==> config.mk <==
export PLATFORM = sky130hd
export DESIGN_NAME = mem_port_arbiter
export DESIGN_NICKNAME = d
export VERILOG_FILES = /design/src/rtl/mem_arb_pkg.sv /design/src/rtl/mem_arb_prio_fsm.sv /design/src/rtl/mem_port_arbiter.sv
export SDC_FILE = /design/constraint.sdc
export NUM_CORES = 1
export LEC_CHECK = 0
export ABC_AREA = 1
export BUFFER_PORTS_ARGS = -buffer_cell sky130_fd_sc_hd__buf_4
export CAP_MARGIN = 10
export CORE_MARGIN = 8
export CORE_UTILIZATION = 42
export DETAILED_ROUTE_END_ITERATION = 8
export GPL_TIMING_DRIVEN = 0
export HOLD_SLACK_MARGIN = 0.02
export PLACE_DENSITY = 0.86
export SLEW_MARGIN = 40
export SYNTH_ARGS = -nofsm -noshare
export SYNTH_HDL_FRONTEND = slang
export SYNTH_SLANG_ARGS = --single-unit
==> constraint.sdc <==
create_clock -name i_clk -period 4.49 [get_ports i_clk]
set_input_delay 0.449 -clock i_clk [delete_from_list [all_inputs] [get_ports i_clk]]
set_output_delay 0.449 -clock i_clk [all_outputs]
set_load 0.05 [all_outputs]
==> src/rtl/mem_arb_pkg.sv <==
// Shared types for the IF/LS memory port arbiter.
// Arbitration priority states, grant owner encoding, byte-mask width.
package mem_arb_pkg;

    typedef enum logic {
        PRI_LS,
        PRI_IF
    } arb_state_e;

    typedef enum logic [1:0] {
        OWN_NONE,
        OWN_IF,
        OWN_LS
    } owner_e;

    localparam int BMASK_W = 4;

endpackage

==> src/rtl/mem_arb_prio_fsm.sv <==
// Anti-starvation priority FSM for the memory port arbiter.
// Hands priority to IF after STARVE_LIMIT consecutive lost IF cycles.
module mem_arb_prio_fsm
    import mem_arb_pkg::*;
#(
    parameter int STARVE_LIMIT = 4
) (
    input  logic       i_clk,
    input  logic       i_reset,
    input  logic       i_if_req,
    input  logic       i_if_gnt,
    output arb_state_e o_state
);

    localparam int CNT_W = $clog2(STARVE_LIMIT + 1);
    localparam logic [CNT_W-1:0] LIMIT = CNT_W'(STARVE_LIMIT);

    arb_state_e       state_q;
    arb_state_e       state_d;
    logic [CNT_W-1:0] wait_q;
    logic [CNT_W-1:0] wait_d;
    logic             if_lost;

    // Next lost-cycle count and priority state.
    always_comb begin
        if_lost = i_if_req && !i_if_gnt;
        wait_d  = '0;
        if (if_lost) begin
            wait_d = (wait_q == LIMIT) ? wait_q : wait_q + 1'b1;
        end
        state_d = state_q;
        case (state_q)
            PRI_LS: begin
                if (if_lost && (wait_d == LIMIT)) begin
                    state_d = PRI_IF;
                end
            end
            PRI_IF: begin
                if (i_if_gnt || !i_if_req) begin
                    state_d = PRI_LS;
                end
            end
        endcase
    end

    // State and counter registers.
    always_ff @(posedge i_clk) begin
        if (i_reset) begin
            state_q <= PRI_LS;
            wait_q  <= '0;
        end else begin
            state_q <= state_d;
            wait_q  <= wait_d;
        end
    end

    assign o_state = state_q;

endmodule

==> src/rtl/mem_port_arbiter.sv <==
// Single-port memory arbiter between instruction fetch and load/store.
// Combinational grant and mux, registered one-cycle response.
module mem_port_arbiter
    import mem_arb_pkg::*;
#(
    parameter int ADDR_W       = 32,
    parameter int DATA_W       = 32,
    parameter int STARVE_LIMIT = 4
) (
    input  logic               i_clk,
    input  logic               i_reset,
    input  logic               i_if_req,
    input  logic [ADDR_W-1:0]  i_if_addr,
    output logic               o_if_gnt,
    output logic               o_if_rvalid,
    output logic [DATA_W-1:0]  o_if_rdata,
    input  logic               i_ls_req,
    input  logic [ADDR_W-1:0]  i_ls_addr,
    input  logic [DATA_W-1:0]  i_ls_wdata,
    input  logic [BMASK_W-1:0] i_ls_bmask,
    input  logic               i_ls_wren,
    output logic               o_ls_gnt,
    output logic               o_ls_rvalid,
    output logic [DATA_W-1:0]  o_ls_rdata,
    output logic [ADDR_W-1:0]  o_mem_addr,
    output logic [DATA_W-1:0]  o_mem_wdata,
    output logic [BMASK_W-1:0] o_mem_bmask,
    output logic               o_mem_wren,
    input  logic [DATA_W-1:0]  i_mem_rdata
);

    arb_state_e state;
    owner_e     owner;

    mem_arb_prio_fsm #(
        .STARVE_LIMIT(STARVE_LIMIT)
    ) u_prio_fsm (
        .i_clk   (i_clk),
        .i_reset (i_reset),
        .i_if_req(i_if_req),
        .i_if_gnt(o_if_gnt),
        .o_state (state)
    );

    // Pick the single winner for this cycle; nobody wins during reset.
    always_comb begin
        owner = OWN_NONE;
        if (!i_reset) begin
            if (state == PRI_IF) begin
                if (i_if_req) begin
                    owner = OWN_IF;
                end else if (i_ls_req) begin
                    owner = OWN_LS;
                end
            end else begin
                if (i_ls_req) begin
                    owner = OWN_LS;
                end else if (i_if_req) begin
                    owner = OWN_IF;
                end
            end
        end
    end

    assign o_if_gnt = (owner == OWN_IF);
    assign o_ls_gnt = (owner == OWN_LS);

    // Steer the winner onto the memory port; idle port never writes.
    always_comb begin
        o_mem_addr  = '0;
        o_mem_wdata = '0;
        o_mem_bmask = '0;
        o_mem_wren  = 1'b0;
        case (owner)
            OWN_LS: begin
                o_mem_addr  = i_ls_addr;
                o_mem_wdata = i_ls_wdata;
                o_mem_bmask = i_ls_bmask;
                o_mem_wren  = i_ls_wren;
            end
            OWN_IF: begin
                o_mem_addr = i_if_addr;
            end
            default: begin
            end
        endcase
    end

    // Capture read data for the winner; pulse its valid for one cycle.
    always_ff @(posedge i_clk) begin
        if (i_reset) begin
            o_if_rvalid <= 1'b0;
            o_ls_rvalid <= 1'b0;
            o_if_rdata  <= '0;
            o_ls_rdata  <= '0;
        end else begin
            o_if_rvalid <= (owner == OWN_IF);
            o_ls_rvalid <= (owner == OWN_LS);
            if (owner == OWN_IF) begin
                o_if_rdata <= i_mem_rdata;
            end
            if (owner == OWN_LS) begin
                o_ls_rdata <= i_mem_rdata;
            end
        end
    end

endmodule

# Yosys cells after proc, flatten, opt, wreduce, memory -nomap -nowiden
# Cells that the tools add are included.
# classes
n_eq_ne	4
n_bitwise	1
mux	15
reduce_logical	5
addsub	1
# ops
op	count
one-hot mux 32 bit (2 select lines)	1
2-to-1 mux 32 bit	1
2-to-1 mux 2 bit	5
equality test 3 bit, second input constant	2
2-to-1 mux 3 bit	2
2-to-1 mux 1 bit	4
2-to-1 mux 4 bit	1
adder 3 x 1 -> 3 bit, second input constant	1
equality test 2 x 1 -> 1 bit, second input constant	1
equality test 2 bit, second input constant	1
logical AND 1 bit	2
logical NOT 1 bit	2
one-hot mux 1 bit (2 select lines)	1
logical OR 1 bit	1
inverter 1 bit	1
# word_totals
word_cells	32
inputBits	137
output_inout_bits	137
reg_bits	70

# Logic depth before layout (Yosys ltp)
# depth
depth_word	12
mapped_depth	12
ltp_nobuf	9

# Modules after synthesis
# From an unflattened synthesis, not the netlist that was laid out.
# hier_totals
hier_cells	510
hier_area_um2	3331.9
# by_module_without_submodules
mod	seq_area_each_um2	cells_per_inst	area_each_um2	instances
mem_port_arbiter	1321.3	482	3124.2	1
mem_arb_prio_fsm	80.1	28	207.7	1

# Worst setup path before layout
# No wires, ideal clock.
# synth_path
path_kind	input -> output
startpoint	input port i_reset
endpoint	output port o_mem_addr[0]
arrival_ns	2.653
t_required_ns	4.041
cell_stages	10
n_path_buf	4
setup_slack_ns	1.388
path_cell_list	buf_6 inv_2 buf_6 and3_1 inv_1 ha_1 buf_6 buf_4 nand2_1 a21oi_1
# synth_via
elab_chain_cells	3
word_cells_on_any_way	4
classes_between	eq/ne (2); mux (2)
# synth_rtl
element	line_no	source
from (decl)	mem_port_arbiter.sv:11	input logic i_reset,
2-to-1 mux 2 bit	mem_port_arbiter.sv:48	if (!i_reset) begin
equality test 2 x 1 -> 1 bit	--	
net o_if_gnt	mem_port_arbiter.sv:14	output logic o_if_gnt,
one-hot mux 32 bit (2 select lines)	mem_port_arbiter.sv:74	case (owner)
to (decl)	mem_port_arbiter.sv:25	output logic [ADDR_W-1:0] o_mem_addr,
# The timed path passes the listed nets, and every way through them passes these cells.

# Final worst setup path
# layout_path
startpoint	register u_prio_fsm.state_q (netlist: u_prio_fsm.o_state)
endpoint	output port o_mem_addr[11]
# layout_via
elab_chain_cells	4
word_cells_on_any_way	5
classes_between	eq/ne (2); mux (3)
# layout_rtl
element	line_no	source
from (decl)	mem_arb_prio_fsm.sv:18	arb_state_e state_q;
from (signal assigned)	mem_arb_prio_fsm.sv:52	state_q <= state_d;
2-to-1 mux 2 bit *	mem_port_arbiter.sv:49	if (state == PRI_IF) begin
2-to-1 mux 2 bit *	mem_port_arbiter.sv:48	
equality test 2 x 1 -> 1 bit / equality test 2 bit (equally long branches)	mem_port_arbiter.sv:74	
one-hot mux 32 bit (2 select lines) *	mem_port_arbiter.sv:74	
# Every way passes the cells marked *; elsewhere a longest branch is shown, timed or not.

==> results.sh <==
export IMPL_wire_per_inst_um=17.8
export IMPL_tritoncts="done"
export IMPL_die_h_um=105
export IMPL_grt_max_degree=13
export IMPL_fp_dieArea_sq_um=11100
export IMPL_rsz0062_at_grt="false"
export IMPL_antenna_left=0
export IMPL_vias_per_cell=4.87
export IMPL_synth_edff_count=0
export IMPL_max_stage_delay_ns=0.36
export IMPL_clk_latency_ns=0.34
export IMPL_final_cells=895
export IMPL_worst_pin_slew_ns=0.439
export IMPL_fmax_ghz=0.370
export IMPL_finalCritPeriodShare_pct=60.2
export IMPL_yosys_area_top_type="dfxtp_1"
export IMPL_avgSynthCellArea_sq_um=6.64
export IMPL_setup_tns_ns=0
export IMPL_ys_seq_area_share_pct=41.8
export IMPL_cts_sinks=70
export IMPL_diodes=0
export IMPL_antenna_found_initial=0
export IMPL_synth_ff_type="dfxtp_1"
export IMPL_nNetsFinal=929
export IMPL_path_max_fanout=10
export IMPL_placed_cell_area_sq_um=5520
export IMPL_setup_viol=0
export IMPL_slew_headroom_pct=70.7
export IMPL_die_x_um=105
export IMPL_drt_initial_drc_count=283
export IMPL_cts_made_buffers=9
export IMPL_hpwl_um=13000
export IMPL_p_leak_nw=3.20
export IMPL_min_delay_path_class="primary input to register"
export IMPL_timing_worst_setup_path_type="register to output port"
export IMPL_finalMaxSlewViolations=0
export IMPL_yosys_top_cells_area="dfxtp_1 (42%), nor2_1 (15%), nand2_1 (12%), o21ai_0 (8.4%), inv_1 (5.0%)"
export IMPL_initial_core_util_pct=43.4
export IMPL_syn_num_nets=646
export IMPL_portBuffers=272
export IMPL_gp_congestion=0.896
export IMPL_overflow=0
export IMPL_drc_errors=0
export IMPL_routed_via_count=4362
export IMPL_status="finished clean"
export IMPL_crit_top_cell="buf_4"
export IMPL_ys_ff_latch=70
export IMPL_synth_common_cells="nor2_1 (134), nand2_1 (108), dfxtp_1 (70)"
export IMPL_powerDensity_nw_per_um2=307
export IMPL_drt_total_wl_um=15900
export IMPL_yosysWarnings=0
export IMPL_cts_resized=0
export IMPL_grtUsageTotal_pct=26.8
export IMPL_rows=32
export IMPL_cts_root_buf="clkbuf_8"
export IMPL_ctsHoldBuffers=0
export IMPL_period_minus_slack_ns=2.70
export IMPL_grt_pass1_wl_um=23800
export IMPL_area_growth_pct=71.3
export IMPL_post_cts_buffers=0
export IMPL_h_tree_depth=3
export IMPL_core_area_sq_um=7730
export IMPL_synth_area_sq_um=3350
export IMPL_grt_pass1_vias=4230
export IMPL_stdcell_area_sq_um=5750
export IMPL_synth_top_area_share_pct=41.8
export IMPL_ioPinCount=274
export IMPL_path_clk_slew_ns=0.07
export IMPL_crit_buf_inv=3
export IMPL_dp_cells=879
export IMPL_cts_buffer_depth=2
export IMPL_end_kind="output port"
export IMPL_drive_gt1_share_pct=40.9
export IMPL_synth_most_common_cell="nor2_1"
export IMPL_path_cells="nor2_1, nor3_1, ha_1, buf_6, buf_4, nand2_1, a21oi_1, buf_4"
export IMPL_cap_violations=0
export IMPL_clock_skew_final_ns=0.00647
export IMPL_critical_path_top_delay_family="buffers and inverters"
export IMPL_ys_types=22
export IMPL_peakVddDrop_uv=282
export IMPL_required_ns=4.04
export IMPL_crit_slowest_cell="ha_1"
export IMPL_async_reset_ff_share_pct=0
export IMPL_start_kind="register"
export IMPL_first_pass_iters=5
export IMPL_finish_utilization_pct=74.4
export IMPL_syn_inst=505
export IMPL_arrival_ns=2.25
export IMPL_finalHoldViolCount=0
[cells in the final DEF, fill, tap and decap left out, drive strengths merged]
cell | netlist | layout
buf | 27 | 299
inv | 48 | 48
ha | 4 | 4
and3 | 1 | 1
dfxtp | 70 | 70
clkinvlp | 0 | 2
o21ai | 64 | 64
nor3 | 2 | 2
nor2 | 136 | 136
nand3 | 3 | 3
clkbuf | 8 | 18
bufinv | 0 | 2
a21oi | 33 | 33
nand2 | 109 | 109
clkinv | 0 | 2
[layout make-up]
type | count | area (sq um)
Buffer | 35 | 246
Clock buffer | 10 | 138
Clock inverter | 6 | 85.1
Fill cell | 600 | 1980
Inverter | 48 | 180
Multi-Input combinational cell | 352 | 1530
Sequential cell | 70 | 1400
Tap cell | 102 | 128
Timing Repair Buffer | 272 | 2040
[kinds of logic (layout without fill, tap and decap cells)]
group | count (synthesis) | after routing | synth area share [%]
compound gates | 97 | 97 | 14.6
fa+ha+maj | 4 | 4 | 1.49
buf+inv | 83 | 371 | 12.7
flops | 70 | 70 | 41.8
simple gates | 251 | 251 | 29.4
[stage by stage]
step           setup slack [ns]  hold slack, ns  total power [W]
4_1_cts                    1.74           0.293          0.00177
3_5_place_dp               1.81           0.481          0.00122
6_report                   1.79           0.305          0.00177
5_1_grt                    1.66           0.287          0.00184
3_3_place_gp               1.83           0.467          0.00121
2_1_floorplan              1.39           0.467         0.000990
[path summary, 6_finish.rpt]
check | startpoint | endpoint | slack [ns] | cells after the start
setup reg to reg | u_prio_fsm.o_state | o_ls_rdata[22] | 2.75 | 9
hold reg to reg | o_if_rdata[2] | o_if_rdata[2] | 0.49 | 2
hold / removal | i_reset | u_prio_fsm.o_state | 0.30 | 2
setup / recovery | u_prio_fsm.o_state | o_mem_addr[11] | 1.79 | 8
[layer usage]
metal	GRT usage, %	share of wire (%)	vias up
met5	0	0	-
met4	7.95	2.3	0
met3	9.14	8.8	26
met2	48.4	51	200
met1	28.7	38	2019
li1	-	-	2117
[power breakdown]
| part | switching (W) | internal [W] |
|---|---|---|
| Sequential | 0.0000190 | 0.000655 |
| Clock | 0.000235 | 0.000326 |
| Combinational | 0.000342 | 0.000190 |
[registers in the layout, summed over array words and instances, names as in the netlist]
name	count
o_if_rdata	32
o_ls_rdata	32
u_prio_fsm.wait_q	3
o_if_rvalid	1
o_ls_rvalid	1
u_prio_fsm.o_state	1
(Power assumes the default switching activity.)
